==> src/rtl/led_event_monitor.sv <==
// Watches an LED status bus, turns every value change into a timestamped event,
// and buffers events in a small FIFO drained by a valid/ready consumer.
module led_event_monitor #(
    parameter int WIDTH    = 8,
    parameter int TS_WIDTH = 16,
    parameter int DEPTH    = 4
) (
    input  logic                CLK,
    input  logic                RST,
    input  logic [WIDTH-1:0]    led,
    input  logic                enable,
    output logic                ev_valid,
    input  logic                ev_ready,
    output logic [WIDTH-1:0]    ev_data,
    output logic [TS_WIDTH-1:0] ev_time,
    output logic                overflow,
    output logic [7:0]          drop_cnt,
    input  logic                clear_ovf,
    output logic                dbg_state
);

    localparam int             AW      = $clog2(DEPTH);
    localparam logic [AW:0]    DEPTH_C = (AW+1)'(DEPTH);

    typedef enum logic {
        PRIME = 1'b0,
        RUN   = 1'b1
    } state_t;

    state_t                     state, state_nxt;
    logic [TS_WIDTH-1:0]        ts;
    logic [WIDTH-1:0]           led_q;
    logic [WIDTH+TS_WIDTH-1:0]  mem [DEPTH];
    logic [AW-1:0]              wr_ptr, rd_ptr;
    logic [AW:0]                count;

    logic change, full, pop, do_push, drop;

    // Handshake: an event transfers on a rising edge where ev_valid && ev_ready;
    // ev_data/ev_time hold steady while ev_valid is high and ev_ready is low.
    assign ev_valid  = (count != '0);
    assign ev_data   = ev_valid ? mem[rd_ptr][WIDTH+TS_WIDTH-1:TS_WIDTH] : '0;
    assign ev_time   = ev_valid ? mem[rd_ptr][TS_WIDTH-1:0] : '0;
    assign dbg_state = (state == RUN);

    // Deasserting enable costs the change on that edge; PRIME rebuilds the baseline.
    assign change  = (state == RUN) && enable && (led != led_q);
    assign full    = (count == DEPTH_C);
    assign pop     = ev_valid && ev_ready;
    assign do_push = change && (!full || pop);
    assign drop    = change && full && !pop;

    always_comb begin
        state_nxt = state;
        case (state)
            PRIME:   state_nxt = enable ? RUN : PRIME;
            RUN:     state_nxt = enable ? RUN : PRIME;
            default: state_nxt = PRIME;
        endcase
    end

    always_ff @(posedge CLK or negedge RST) begin
        if (!RST) begin
            state <= PRIME;
            ts    <= '0;
            led_q <= '0;
        end else begin
            state <= state_nxt;
            ts    <= ts + 1'b1;
            led_q <= led;
        end
    end

    always_ff @(posedge CLK or negedge RST) begin
        if (!RST) begin
            wr_ptr <= '0;
            rd_ptr <= '0;
            count  <= '0;
            for (int i = 0; i < DEPTH; i++) mem[i] <= '0;
        end else begin
            if (do_push) begin
                mem[wr_ptr] <= {led, ts};
                wr_ptr      <= wr_ptr + 1'b1;
            end
            if (pop) rd_ptr <= rd_ptr + 1'b1;
            if (do_push && !pop)      count <= count + 1'b1;
            else if (!do_push && pop) count <= count - 1'b1;
        end
    end

    // A drop on the same edge as clear_ovf counts as the first drop after the clear.
    always_ff @(posedge CLK or negedge RST) begin
        if (!RST) begin
            overflow <= 1'b0;
            drop_cnt <= '0;
        end else if (drop) begin
            overflow <= 1'b1;
            if (clear_ovf)               drop_cnt <= 8'd1;
            else if (drop_cnt != 8'hFF)  drop_cnt <= drop_cnt + 8'd1;
        end else if (clear_ovf) begin
            overflow <= 1'b0;
            drop_cnt <= '0;
        end
    end

endmodule
==> config.mk <==
export PLATFORM = sky130hd
export DESIGN_NAME = led_event_monitor
export DESIGN_NICKNAME = d
export VERILOG_FILES = /design/src/rtl/led_event_monitor.sv
export SDC_FILE = /design/constraint.sdc
export NUM_CORES = 1
export LEC_CHECK = 0
export CAP_MARGIN = 25
export CORE_ASPECT_RATIO = 0.7
export CORE_MARGIN = 1.5
export CORE_UTILIZATION = 60
export DETAILED_ROUTE_END_ITERATION = 10
export GPL_ROUTABILITY_DRIVEN = 0
export PLACE_DENSITY = 0.78
export SLEW_MARGIN = 25
export SYNTH_ARGS = -nofsm -noshare
export SYNTH_HDL_FRONTEND = slang
export SYNTH_SLANG_ARGS = --single-unit
==> constraint.sdc <==
create_clock -name CLK -period 4.86 [get_ports CLK]
set_clock_uncertainty 0.15 [all_clocks]
set_input_delay 0.972 -clock CLK [delete_from_list [all_inputs] [get_ports CLK]]
set_output_delay 0.972 -clock CLK [all_outputs]
set_load 0.01 [all_outputs]
-- After elaboration in Yosys (flattened, before gate mapping)
Index checks and enable logic that the tools add are counted.
- add/subtract/negate cells: 6
- $lt $le $gt $ge: 3
- equality and inequality tests: 3
- muxes and demuxes: 17
- bitwise logic cells: 2
- reduce and logical (&&, ||, !) cells: 18
- operator list (cell ; count):
    96-bit bitwise mux ; 1
    24-bit two-way mux ; 3
    24-bit binary-select mux with 2-bit select ; 1
    24-bit demux with 2-bit select ; 1
    8-bit two-way mux ; 5
    16-bit by 1-bit adder with 16-bit output (second input constant) ; 1
    16-bit two-way mux ; 1
    1-bit logical AND ; 9
    8-bit by 1-bit adder with 8-bit output (second input constant) ; 1
    8-bit != test ; 1
    8-bit != test (second input constant) ; 1
    3-bit greater-or-equal comparator (second input constant) ; 2
    3-bit two-way mux ; 2
    2-bit NOT with 3-bit output ; 2
    2-bit nonzero test ; 3
    2-bit by 1-bit adder with 2-bit output (second input constant) ; 2
    3-bit by 1-bit adder with 3-bit output (second input constant) ; 1
    3-bit == test (second input constant) ; 1
    1-bit zero test ; 3
    3-bit by 1-bit < comparator with 1-bit output (second input constant) ; 1
    1-bit two-way mux ; 3
    3-bit nonzero test ; 1
    3-bit by 1-bit subtractor with 3-bit output (second input constant) ; 1
    2-bit AND reduction ; 1
    1-bit logical OR ; 1
- flip-flop bits (word level): 137
- input port bits: 13
- output and inout bits: 35
- word-level logic and storage cells: 61

-- Logic depth before layout (Yosys ltp)
- word-level depth: 8
- mapped depth: 11
- depth with buffers taken out: 11

-- Worst setup path before layout
Ideal clock, no wire load.
- path kind: input to register
- from: in ev_ready
- to: reg count[1]
- arrival: 2673 ps
- slack: 1913 ps
- stages on the path: 8
- path buffers: 1
- cells stage by stage: or4b_1 buf_2 nand3_1 inv_1 ha_1 inv_1 fa_1 mux2_2
- longest elaborated chain between the ends: 6
- elaborated cells on any way between the ends: 9
- classes of those cells: mux: 1; reduce/logical: 8
- ends and longest elaborated chain (what ; line ; source):
    start: declaration ; 13 ; input logic ev_ready,
    1-bit logical AND (*) ; 49 ; assign pop = ev_valid && ev_ready;
    1-bit logical OR (*) ; 50 ; assign do_push = change && (!full || pop);
    1-bit logical AND (*) ; 50 ;
    via do_push ; 37 ; logic change, full, pop, do_push, drop;
    1-bit zero test ; 87 ; else if (!do_push && pop) count <= count - 1'b1;
    1-bit logical AND ; 87 ;
    2-bit nonzero test (no source line) ; - ;
    end signal: assignment ; 86 ; if (do_push && !pop) count <= count + 1'b1;
    end signal: assignment ; 87 ;
    end: declaration ; 35 ; logic [AW:0] count;
Mark *: on every way through the listed nets, which the timed path passes. The rest lies on a longest branch.
A chain may end at the register's enable or synchronous reset.

-- Worst setup path in the final report
- from: reg count[0]
- to: out ev_data[4]
- longest elaborated chain between the ends: 2
- ends and longest elaborated chain (what ; line ; source):
    3-bit nonzero test ; 41 ; assign ev_valid = (count != '0);
    8-bit two-way mux ; 42 ; assign ev_data = ev_valid ? mem[rd_ptr][WIDTH+TS_WIDTH-1:TS_WIDTH] : '0;
    end: declaration ; 14 ; output logic [WIDTH-1:0] ev_data,
No other way between the ends.

==> results.yml <==
status:
  status: "finished, final reports clean"
layout:
  drive_above_1_share: 0.335
  fill_cells: 614
  num_antenna_cells: 0
  final_cells: 620
  nets: 500
  area_growth_pct: 20.0
die:
  die_h_um: 87.7
  rows: 30
  dieArea_mm2: 0.0109
  core_mm2: 0.00983
  pin_count: 48
  start_util: 0.626
  dieWidth_um: 124
sta:
  maxSlewViolCount: 0
  min_period_ns: 3.61
  finalSetupTns_ns: 0
  rsz0062_at_grt: "false"
  hold_viol: 0
  finalWorstSetupSlack_ns: 1.25
  tightest_slew_ns: 0.982
  period_share: 0.743
  max_freq_mhz: 277
  setup_viol: 0
  slew_headroom: 0.345
synth:
  synthTopCellsByCount: "dfrtp_1 (137), mux2_2 (99), and2_1 (26)"
  syn_nets: 449
  synth_top_area_share: 0.557
  syn_inst: 428
  synth-async-reset-ratio: 1.00
  synth_ff_type: "dfrtp_1"
  ys_seq_elements: 137
  yosysTopAreaCell: "dfrtp_1"
  synthTopCellsByArea: "dfrtp_1 (56%), mux2_2 (18%), mux4_2 (8.8%)"
  postSynthAreaPerCell_um2: 14.4
  yosysWarnings: 0
  yosysMostFrequentCell: "dfrtp_1"
  synth-seq-area-share: 0.557
  synth-edff-count: 0
  synth.distinct_cells: 35
  syn_area_mm2: 0.00615
hold_path:
  hold_class: "flop to flop"
global_routing:
  first_global_vias: 3896
  busiest_layer: "met2"
  grt_first_pass_wirelength_um: 20100
  met3_usage: 0.0605
  grt_use_met1: 0.345
  grt_usage: 0.252
  antenna_found_initial: 0
  grt_overflow: 0
  grt_use_met2: 0.399
  grt_max_degree: 46
setup_path:
  crit_path_top_delay_cell: "or3_1"
  cp_data_required_time_ns: 3.74
  slowest_delay_ns: 0.81
  arrival_ns: 2.49
  endpoint_kind: "primary output"
  cp_max_fo: 27
  path_delay_family: "simple AND/OR/NAND/NOR gates"
  crit_type: "flop to primary output"
  critPathLaunchType: "flop"
  cp_num_buf_inv: 1
  cp_cell_sequence: "or3_1, and2_1, clkdlybuf4s50_1"
run:
  cap_violations: 0
pwr:
  ir_drop_mv: 0.434
  p_int_mw: 3.06
  power.leakage_nw: 3.30
  p_seq_frac: 0.369
  power_density_mw_per_mm2: 571
  power_frac_comb: 0.308
  swShare: 0.274
  total_power_mw: 4.21
  clockPowerShare: 0.323
  switchingPower_mw: 1.16
place:
  portBuffers: 47
  place_inst: 588
  dp_hpwl_um: 7440
  dp_worst_setup_slack_ns: 1.07
routing:
  first_pass_iters: 7
  drtIter0Drc: 160
  drcViolationCount: 0
  dr_total_vias: 3652
  routed_wl_um: 12400
  ant_nets: 0
  vias_per_cell: 5.89
  drt-wirelength-per-cell_um: 19.9
clock_network:
  cts_resized: 0
  htree_levels: 4
  cts_tree: "done"
  cts_made_buffers: 17
  clockBufferDepth: 2
  cts_setup_buffers: 0
  postCtsHoldBufs: 0
  cts_root_buf: "clkbuf_16"
  path_clk_slew_ns: 0.05
  clock-sinks: 137
  clk_latency_ns: 0.42
worst register-to-register path: cells and delay by family, from the launching register on:
family                   cells  cell delay (ns)
XOR/XNOR                     2             0.34
adder cells (fa/ha/maj)      2             0.59
buffers and inverters        1             0.07
flip-flops                   1             0.43
AND/OR/NAND/NOR              3             1.23
cell families (layout without fill, tap and decap cells):
group,after synthesis,in the layout,share of synthesized area
flip-flops,137,137,0.557
multiplexers,124,124,0.271
AND/OR/NAND/NOR,85,85,0.0801
buffers and inverters,33,97,0.0224
XOR/XNOR,28,28,0.0399
AO/OA/AOI/OAI,13,13,0.0122
adder cells (fa/ha/maj),8,8,0.0175
registers in the layout (all words and copies together), names as in the netlist:
| register | flops |
|---|---|
| count | 3 |
| dbg_state | 1 |
| drop_cnt | 8 |
| led_q | 8 |
| mem | 96 |
| overflow | 1 |
| rd_ptr | 2 |
| ts | 16 |
| wr_ptr | 2 |
metrics by stage:
step / hold slack [ns] / util / area, um^2
after floorplan: 0.297 / - / 6150
after CTS: 0.351 / 0.751 / 7380
after global placement: 0.315 / 0.685 / 6740
after detailed placement: 0.339 / 0.687 / 6760
final: 0.348 / 0.751 / 7380
after global routing: 0.359 / 0.751 / 7380
power by group through the flow:
stage          Clock, mW  Combinational (mW)  Sequential, mW
2_1_floorplan          0               0.863            1.52
3_3_place_gp           0                1.27            1.56
3_5_place_dp           0                1.30            1.57
4_1_cts             1.37                1.31            1.56
5_1_grt             1.42                1.39            1.59
6_report            1.36                1.30            1.56
layout by cell type (no fill, tap or decap), types with 5 or more instances in the layout:
cell type / instances
dfrtp_1: 137
mux2_2: 99
clkdlybuf4s50_1: 46
and2_1: 26
mux4_2: 24
clkbuf_16: 17
xor2_1: 16
xnor2_1: 12
nand3_1: 11
nor2_1: 10
buf_4: 10
nand4_1: 8
inv_1: 8
nand2_1: 8
ha_1: 7
a21oi_1: 6
and3_1: 5
metal layers:
metal	vias to the layer above	routed length, um
met5	-	0
met4	0	208
met3	21	389
met2	79	5940
met1	1912	5810
li1	1640	-
layout make-up:
| type | instances | area, um^2 | share of cell area |
|---|---|---|---|
| sequential | 137 | 3430 | 0.464 |
| multi-input combinational | 258 | 2590 | 0.350 |
| timing repair buffer | 57 | 556 | 0.0753 |
| clock buffer | 22 | 454 | 0.0615 |
| clock inverter | 10 | 166 | 0.0225 |
| tap | 128 | 160 | 0.0217 |
| inverter | 8 | 30.0 | 0.00407 |
path summary, 6_finish.rpt:
path / from / to / slack (ns) / cells after the start
max: count[0] / ev_data[4] / 1.25 / 3
min: mem[0] / mem[0] / 0.35 / 1
max reg2reg: count[0] / count[2] / 1.98 / 8
min reg2reg: mem[0] / mem[0] / 0.35 / 1
max in group asynchronous: RST / mem[57] / 3.22 / 3
min in group asynchronous: RST / mem[90] / 0.38 / 1
(Power assumes the default switching activity.)
==> RTL change: new RTL, config.mk and constraints unchanged <==
Make the reset (`RST`) synchronous in 3 clocked blocks.
--- a/src/rtl/led_event_monitor.sv
+++ b/src/rtl/led_event_monitor.sv
@@ -60,5 +60,5 @@
     end
 
-    always_ff @(posedge CLK or negedge RST) begin
+    always_ff @(posedge CLK) begin
         if (!RST) begin
             state <= PRIME;
@@ -72,5 +72,5 @@
     end
 
-    always_ff @(posedge CLK or negedge RST) begin
+    always_ff @(posedge CLK) begin
         if (!RST) begin
             wr_ptr <= '0;
@@ -90,5 +90,5 @@
 
     // A drop on the same edge as clear_ovf counts as the first drop after the clear.
-    always_ff @(posedge CLK or negedge RST) begin
+    always_ff @(posedge CLK) begin
         if (!RST) begin
             overflow <= 1'b0;
Check against the original RTL: differs if RST is asserted again (counterexample within 4 cycles, from zero or initial values and one cycle with RST low); with RST held inactive, the same outputs for 10 cycles.
==> RTL change against the original RTL <==
- synthesized cell count up 11%
- sequential cell count up 2
- wire length about the same
- setup slack worse by 0.16 ns
- synthesized area about the same
- via count up 4.4%
- final area down 0.25%
- register-to-register slack worse by 0.13 ns
- highest routed layer unchanged
Power is not compared: it rests on default switching activity, and its combinational part moved more than twofold at a synthesized area within 25%.
==> RTL change: results (changes against the original RTL) <==
metric	value	unit	change
FILL cells	634		+3.3%
DR vias/cell	5.73		-2.7%
largest cells by area after synthesis	edfxtp_1 (47%), dfxtp_1 (14%), and2_1 (9.2%)		
Synth Area per Inst	13.0	um^2	-9.8%
share of flip-flops with an asynchronous set or reset	0	%	-100 points
Critical Path Sink	count[2]		
met2 track demand over resource	38.5	%	-1.4 points
status	finished clean		
Post-synth EDFFs	96		+96
Critical R2R Launch	led_q[7]		
Worst path slowest cell	nor4_1		
CP Launch Point	led[4]		
share of cells above drive strength 1	13.2	%	-20 points
DR WL/cell	18.6	um	-6.7%
Synth Area in Adders	0.935	%	-0.81 points
Seq/Total Area, Yosys	60.8	%	+5.1 points
Synth Area in XOR/XNOR	3.56	%	-0.43 points
Least-Margin Pin Slew	1.09	ns	+0.111 ns
hold_sp	overflow		
Syn Nets	492		+9.6%
placed cell areas	0.00678	mm^2	+0.28%
met1 usage	35.3	%	+0.80 points
number of global-route vias before repair	3735		-4.1%
Min Hold Slack	0.337	ns	-0.0111 ns
mux cell area share after synthesis	8.94	%	-18 points
compound-gate portion of the synthesized area	3.29	%	+2.1 points
most common flop cell mapped by yosys	edfxtp_1		
Crit Path Max Fanout	23		-15%
pre-CTS WS	0.684	ns	-0.383 ns
[RTL change: cell count changes after synthesis, sizes merged, moves of 13 or more]
cell / unedited run / this run
dfxtp: 0 / 43
dfrtp: 137 / 0
edfxtp: 0 / 96
nand2: 9 / 22
nor2: 10 / 34
mux2: 99 / 0
and2: 27 / 91
and3: 5 / 21
[RTL change: layer usage]
metal,part of all wire [%],vias to the layer above
met3,6.7,13
met2,47,142
met1,45,1842
met4,1.3,0
li1,-,1814
met5,0,-
[RTL change: area by class of cell]
type	instances	area, um^2	share of cell area, %
multi-input combinational	294	2260	30.7
sequential	139	3740	50.8
timing repair buffer	57	558	7.58
inverter	15	56.3	0.765
tap	128	160	2.18
clock inverter	14	154	2.09
clock buffer	18	429	5.83
[RTL change: kinds of logic (layout without fill, tap and decap cells)]
family | after synthesis | after routing
simple gates | 209 | 209
buf+inv | 42 | 104
xor+xnor | 25 | 25
mux | 25 | 25
compound gates | 31 | 31
flops | 139 | 139
fa+ha+maj | 4 | 4
